[src/rtl/cpu_pkg.sv]
// -----------------------------------------------------------------------------
// cpu_pkg
// Shared CPU package: default datapath widths and helpers that locate a
// port's slice inside flattened multi-port buses.
// No ports (package).
// -----------------------------------------------------------------------------
package cpu_pkg;

  // Default register width and register address width for the integer core.
  localparam int DATA_W_DEF = 16;
  localparam int ADDR_W_DEF = 4;

  // Default number of register-file read ports (two-operand ALU).
  localparam int NUM_RD_DEF = 2;

  // Lowest bit of port 'port' inside a bus built from 'width'-bit fields,
  // with port 0 in the least significant position.
  function automatic int port_lo(input int port, input int width);
    return port * width;
  endfunction

endpackage

[src/rtl/rf_read_port.sv]
// -----------------------------------------------------------------------------
// rf_read_port
// One combinational read port of the scoreboarded register file. Selects
// between an immediate operand, the writeback value in flight (bypass), and
// the stored register, and reports whether the operand is still pending.
//
// Ports:
//   reset     in   forces rd_data/rd_busy to 0 while high
//   rd_addr   in   register index, or immediate value when rd_imm=1
//   rd_imm    in   immediate select
//   wr_en     in   writeback strobe (for bypass)
//   wr_addr   in   writeback destination
//   wr_data   in   writeback data
//   regs      in   full register storage from the top level
//   busy_vec  in   registered scoreboard state
//   rd_data   out  operand value
//   rd_busy   out  operand-not-ready flag
// -----------------------------------------------------------------------------
module rf_read_port
  import cpu_pkg::*;
#(
  parameter int DATA_W  = DATA_W_DEF,
  parameter int ADDR_W  = ADDR_W_DEF,
  parameter int ZERO_R0 = 0
) (
  input  logic                                reset,
  input  logic [ADDR_W-1:0]                   rd_addr,
  input  logic                                rd_imm,
  input  logic                                wr_en,
  input  logic [ADDR_W-1:0]                   wr_addr,
  input  logic [DATA_W-1:0]                   wr_data,
  input  logic [2**ADDR_W-1:0][DATA_W-1:0]    regs,
  input  logic [2**ADDR_W-1:0]                busy_vec,
  output logic [DATA_W-1:0]                   rd_data,
  output logic                                rd_busy
);

  localparam bit R0_HARD = (ZERO_R0 != 0);

  logic [DATA_W-1:0] imm_val;
  logic              wr_match;
  logic              addr_is_r0;

  // Immediate operands reuse the address field, zero-extended to DATA_W.
  always_comb begin
    imm_val = '0;
    imm_val[ADDR_W-1:0] = rd_addr;
  end

  assign wr_match   = wr_en && (wr_addr == rd_addr);
  assign addr_is_r0 = (rd_addr == '0);

  // Operand select. A hardwired r0 wins over the bypass so a discarded
  // write to r0 never leaks onto a read port. The same-cycle writeback
  // satisfies a pending operand, so it also clears the busy flag.
  always_comb begin
    rd_data = '0;
    rd_busy = 1'b0;
    if (!reset) begin
      if (rd_imm) begin
        rd_data = imm_val;
      end else begin
        rd_busy = busy_vec[rd_addr] && !wr_match;
        if (R0_HARD && addr_is_r0) begin
          rd_data = '0;
        end else if (wr_match) begin
          rd_data = wr_data;
        end else begin
          rd_data = regs[rd_addr];
        end
      end
    end
  end

endmodule

[src/rtl/reg_file_sb.sv]
// -----------------------------------------------------------------------------
// reg_file_sb
// Register file with an issue/writeback scoreboard. Issue marks a destination
// busy, writeback stores the data and clears it; a second issue to a
// still-busy register raises a sticky write-after-write error.
//
// Ports:
//   clk         in   clock, all state changes on the rising edge
//   reset       in   synchronous active-high reset
//   wr_en       in   writeback strobe
//   wr_addr     in   writeback destination
//   wr_data     in   writeback data
//   issue_en    in   marks issue_addr busy
//   issue_addr  in   destination being issued
//   rd_addr     in   per-port read address, port k at [k*ADDR_W +: ADDR_W]
//   rd_imm      in   per-port immediate select
//   rd_data     out  per-port read data, port k at [k*DATA_W +: DATA_W]
//   rd_busy     out  per-port operand-not-ready flag
//   busy_vec    out  registered scoreboard state, one bit per register
//   err_waw     out  sticky write-after-write hazard flag
// -----------------------------------------------------------------------------
module reg_file_sb
  import cpu_pkg::*;
#(
  parameter int DATA_W  = DATA_W_DEF,
  parameter int ADDR_W  = ADDR_W_DEF,
  parameter int NUM_RD  = NUM_RD_DEF,
  parameter int ZERO_R0 = 0
) (
  input  logic                      clk,
  input  logic                      reset,
  input  logic                      wr_en,
  input  logic [ADDR_W-1:0]         wr_addr,
  input  logic [DATA_W-1:0]         wr_data,
  input  logic                      issue_en,
  input  logic [ADDR_W-1:0]         issue_addr,
  input  logic [NUM_RD*ADDR_W-1:0]  rd_addr,
  input  logic [NUM_RD-1:0]         rd_imm,
  output logic [NUM_RD*DATA_W-1:0]  rd_data,
  output logic [NUM_RD-1:0]         rd_busy,
  output logic [2**ADDR_W-1:0]      busy_vec,
  output logic                      err_waw
);

  localparam int DEPTH   = 2**ADDR_W;
  localparam bit R0_HARD = (ZERO_R0 != 0);

  logic [DEPTH-1:0][DATA_W-1:0] regs;
  logic [DEPTH-1:0]             busy_next;
  logic                         wr_ok;
  logic                         issue_ok;
  logic                         waw_hit;

  // With a hardwired r0, writes and issues to address 0 are simply dropped.
  assign wr_ok    = wr_en    && !(R0_HARD && (wr_addr    == '0));
  assign issue_ok = issue_en && !(R0_HARD && (issue_addr == '0));

  // Next scoreboard state: clear on writeback first, then set on issue, so
  // a same-address issue and writeback in one cycle leaves the bit set.
  always_comb begin
    busy_next = busy_vec;
    if (wr_en) begin
      busy_next[wr_addr] = 1'b0;
    end
    if (issue_ok) begin
      busy_next[issue_addr] = 1'b1;
    end
  end

  // Re-issuing a busy destination is a hazard unless the pending result is
  // retired in the same cycle.
  assign waw_hit = issue_ok && busy_vec[issue_addr] &&
                   !(wr_en && (wr_addr == issue_addr));

  // Storage, scoreboard and error flag. Reset wins over any write or issue
  // presented in the same cycle.
  always_ff @(posedge clk) begin
    if (reset) begin
      regs     <= '0;
      busy_vec <= '0;
      err_waw  <= 1'b0;
    end else begin
      if (wr_ok) begin
        regs[wr_addr] <= wr_data;
      end
      busy_vec <= busy_next;
      if (waw_hit) begin
        err_waw <= 1'b1;
      end
    end
  end

  // One read port per operand slot.
  for (genvar k = 0; k < NUM_RD; k++) begin : g_rd
    rf_read_port #(
      .DATA_W  (DATA_W),
      .ADDR_W  (ADDR_W),
      .ZERO_R0 (ZERO_R0)
    ) u_port (
      .reset    (reset),
      .rd_addr  (rd_addr[port_lo(k, ADDR_W) +: ADDR_W]),
      .rd_imm   (rd_imm[k]),
      .wr_en    (wr_en),
      .wr_addr  (wr_addr),
      .wr_data  (wr_data),
      .regs     (regs),
      .busy_vec (busy_vec),
      .rd_data  (rd_data[port_lo(k, DATA_W) +: DATA_W]),
      .rd_busy  (rd_busy[k])
    );
  end

endmodule

[config.mk]
export PLATFORM = sky130hd
export DESIGN_NAME = reg_file_sb
export DESIGN_NICKNAME = d
export VERILOG_FILES = /design/src/rtl/cpu_pkg.sv /design/src/rtl/rf_read_port.sv /design/src/rtl/reg_file_sb.sv
export SDC_FILE = /design/constraint.sdc
export NUM_CORES = 1
export LEC_CHECK = 0
export CORE_ASPECT_RATIO = 1.25
export CORE_MARGIN = 4
export CORE_UTILIZATION = 65
export DETAILED_ROUTE_END_ITERATION = 10
export GPL_TIMING_DRIVEN = 0
export PLACE_DENSITY_LB_ADDON = 0.12
export SYNTH_ARGS = -nofsm -noshare
export SYNTH_HDL_FRONTEND = slang
export SYNTH_SLANG_ARGS = --single-unit
[constraint.sdc]
create_clock -name clk -period 6.45 [get_ports clk]
set_input_delay 0.9675 -clock clk [delete_from_list [all_inputs] [get_ports clk]]
set_output_delay 0.9675 -clock clk [all_outputs]
set_load 0.005 [all_outputs]
==> metrics.txt <==
Distinct cells, synth=40; Data arrival, critical path=4.12 ns; Met2 Wirelength=25.10 mm; Main synth FF type=sky130_fd_sc_hd__dfxtp_1; slowest cell delay on critical path=0.71 ns; number of setup buffers added after CTS=0; Worst EP required=5.48 ns; Seq cells post-synth=273; filler instances=1608; Final Routed Wirelength=56.71 mm; Post-CTS Hold Buffers=0; adder and majority cell fraction of the synthesized area=0%; Max VDD drop=~0.27 mV; final count of pins violating max slew=0; Worst Reg-to-Reg Cells=5; RSZ-0062 raised after global routing=no; worst-case headroom to the max-slew limit=just under 30%; DP HPWL=40.44 mm; drt initial violations=2395; Worst Path Buf+Inv=4; antenna violations before repair=2; die span in y=approximately 180 um; vias in the first global route=between 10000 and 15000; mean routed wirelength per cell=27.83 um; first-pass iteration count of the detailed router=7; clock period minus worst slack=5.084 ns; kind of critical path=primary input to primary output; critical path fanouts, max=10; Post-route DRC=0; main combinational cell family by area after synthesis=multiplexers; Hold Vio Cnt, Final=0; clock sinks=between 200 and 300; CTS tree=built; Ports=89; Overflow after GRT=0; storage element area=between 0.005 and 0.006 mm^2; post-synthesis area per instance=just under 9 um^2; clock-pin slew on the worst setup and hold paths=0.07 ns; length of routed wiring on met1=17.84 mm; DIE WIDTH=141.6 um; critical path, cell by cell=clkdlybuf4s50_1 > buf_2 > buf_1 > mux4_2 > nand3_1 > nand3_1 > a22o_1 > clkdlybuf4s50_1; library cell used as clock root buffer=sky130_fd_sc_hd__clkbuf_16; area of the die=0.02478 mm^2; number of I/O port buffers=61; CP top delay family=buffers and inverters; Power per Cell Area=235.8 mW/mm^2; fraction of final layout cells with drive strength greater than 1=14.57%; Yosys warning total=0; number of placement rows=60; post-synthesis sequential area ratio=37.68%; maximum number of pins on one net before global-route repair=15; area fraction in compound gates after synthesis=14.36%; initial cell density of the core=roughly two thirds; total area of multi-input combinational cells=about 0.0083 mm^2; vias post-DR=approximately 14000; post-route antenna net violation count=0; simple-gate share of the synthesized area=18.79%; commonest non-fill, non-tap cells in the layout=550 x sky130_fd_sc_hd__nand2_1, 273 x sky130_fd_sc_hd__dfxtp_1, 272 x sky130_fd_sc_hd__a21oi_1; proportion of synthesized area in mux cells=roughly 23%; proportion of register bits with asynchronous set or reset after synthesis=0%; number of buffers added by the clock tree synthesis step=28; number of cells on the critical path=8; worst clock skew=0.007742 ns; first-pass GRT wire length=slightly above 80 mm; Tcrit/Tclk final=between 70% and 80%; final setup fails=0; global placer's final weighted congestion=1.076; post-detailed-route via-to-cell ratio=7.052; maximum clock frequency=196.7 MHz; actual slew at the worst max-slew pin=1.057 ns; static leakage=5.401 nW; metal3 WL=roughly 7.3 mm; Worst path slowest cell=sky130_fd_sc_hd__buf_1; capturing element type of the critical path=primary output; worst hold stages=2; number of flops mapped to enable cells by yosys=0; Layout Area Growth over Synthesis=13.31%; total standard cell area after synthesis=0.01450 mm^2; max capacitance violation total=0; count of instances resized after the clock tree is built=0; final worst hold slack=0.4626 ns; result of the run=finished, final reports clean; Setup crit start kind=primary input; count of mapped cells out of synthesis=between 1500 and 2000; fin nets=1775; final setup TNS=0 ns; later-pin clock latency in the skew report=roughly 0.56 ns; uppermost routed layer=met4; Synthesized Nets=around 1700; Hold Path Class=flip-flop to flip-flop; Register-to-Register Setup Slack=4.90 ns; total routing usage reported by global routing=44.95%; most common cell after layout, fill and taps aside=sky130_fd_sc_hd__nand2_1; area of the placeable core=0.02177 mm^2; Clock Path Buffers=3; xor/xnor cell area share of the yosys netlist=less than 1%; H-tree levels=1
final timing paths:
kind,endpoint,from
hold / removal,regs[254],regs[254]
setup reg to reg,err_waw,busy_vec[3]
hold reg to reg,regs[254],regs[254]
setup / recovery,rd_data[6],rd_addr[3]
cells by family after synthesis:
| group | count (synthesis) |
|---|---|
| xor+xnor | 12 |
| compound gates | 359 |
| buf+inv | 169 |
| simple gates | 674 |
| flops | 273 |
| mux | 159 |
final cells by class:
cell class / count / share of cell area, %
clock buffers: 39 / 5.010
multi-input cells: 1204 / 50.40
flip-flops and latches: 273 / 33.26
diodes: 2 / 0.03046
plain buffers: 166 / 4.530
clock inverters: 11 / 0.8680
repair buffers: 61 / 3.716
inverters: 3 / 0.06852
well taps: 279 / 2.124
sequential cells by signal, summed over array words and instances, names as in the netlist:
name and cells:
regs 256, busy_vec 16, err_waw 1
tightest hold or removal path, stage by stage, from the launching register on:
cell	delay, ns
sky130_fd_sc_hd__dfxtp_1	0.32
sky130_fd_sc_hd__nand2_1	0.05
sky130_fd_sc_hd__a21oi_1	0.05
cells in the mapped netlist (17+ instances only):
| master | count | area (um^2) |
|---|---|---|
| sky130_fd_sc_hd__dfxtp_1 | 273 | 5465 |
| sky130_fd_sc_hd__mux4_2 | 142 | 3198 |
| sky130_fd_sc_hd__nand3_1 | 39 | 195.2 |
| sky130_fd_sc_hd__nand2_1 | 550 | 2064 |
| sky130_fd_sc_hd__mux2i_1 | 17 | 170.2 |
| sky130_fd_sc_hd__clkbuf_1 | 101 | 379.1 |
| sky130_fd_sc_hd__buf_2 | 48 | 240.2 |
| sky130_fd_sc_hd__a21oi_1 | 272 | 1361 |
| sky130_fd_sc_hd__nor2b_1 | 24 | 150.1 |
| sky130_fd_sc_hd__nor2_1 | 34 | 127.6 |
| sky130_fd_sc_hd__a211oi_1 | 20 | 150.1 |
| sky130_fd_sc_hd__a22oi_1 | 28 | 210.2 |
| sky130_fd_sc_hd__a22o_1 | 24 | 210.2 |
per-stage QoR:
step / utilization [%] / instances / total power, mW / setup slack (ns) / area [um^2]
5_1_grt: 75.46 / 2036 / 3.933 / 1.318 / 16430
3_5_place_dp: 71.02 / 1986 / 2.161 / 1.535 / 15460
4_1_cts: 75.46 / 2036 / 3.833 / 1.505 / 16430
3_3_place_gp: 71.02 / 1986 / 2.155 / 1.474 / 15460
2_1_floorplan: - / 1646 / 2.006 / 2.964 / 14500
6_report: 75.48 / 2038 / 3.874 / 1.366 / 16430
layer usage:
metal	vias up	global-route usage (%)
li1	5986	-
met1	6773	52.94
met2	1267	69.34
met3	345	9.691
met4	0	38.40
met5	-	0
report_power, final:
| group | internal, mW | switching [mW] | leakage (nW) | total [mW] |
|---|---|---|---|---|
| combinational | 0.135 | 0.283 | 2.72 | 0.419 |
| sequential | 1.71 | 0.0187 | 2.20 | 1.73 |
| clock | 1.01 | 0.719 | 0.472 | 1.73 |
| total | 2.85 | 1.02 | 5.40 | 3.87 |
Note: power is estimated with default switching activity, not from simulation.
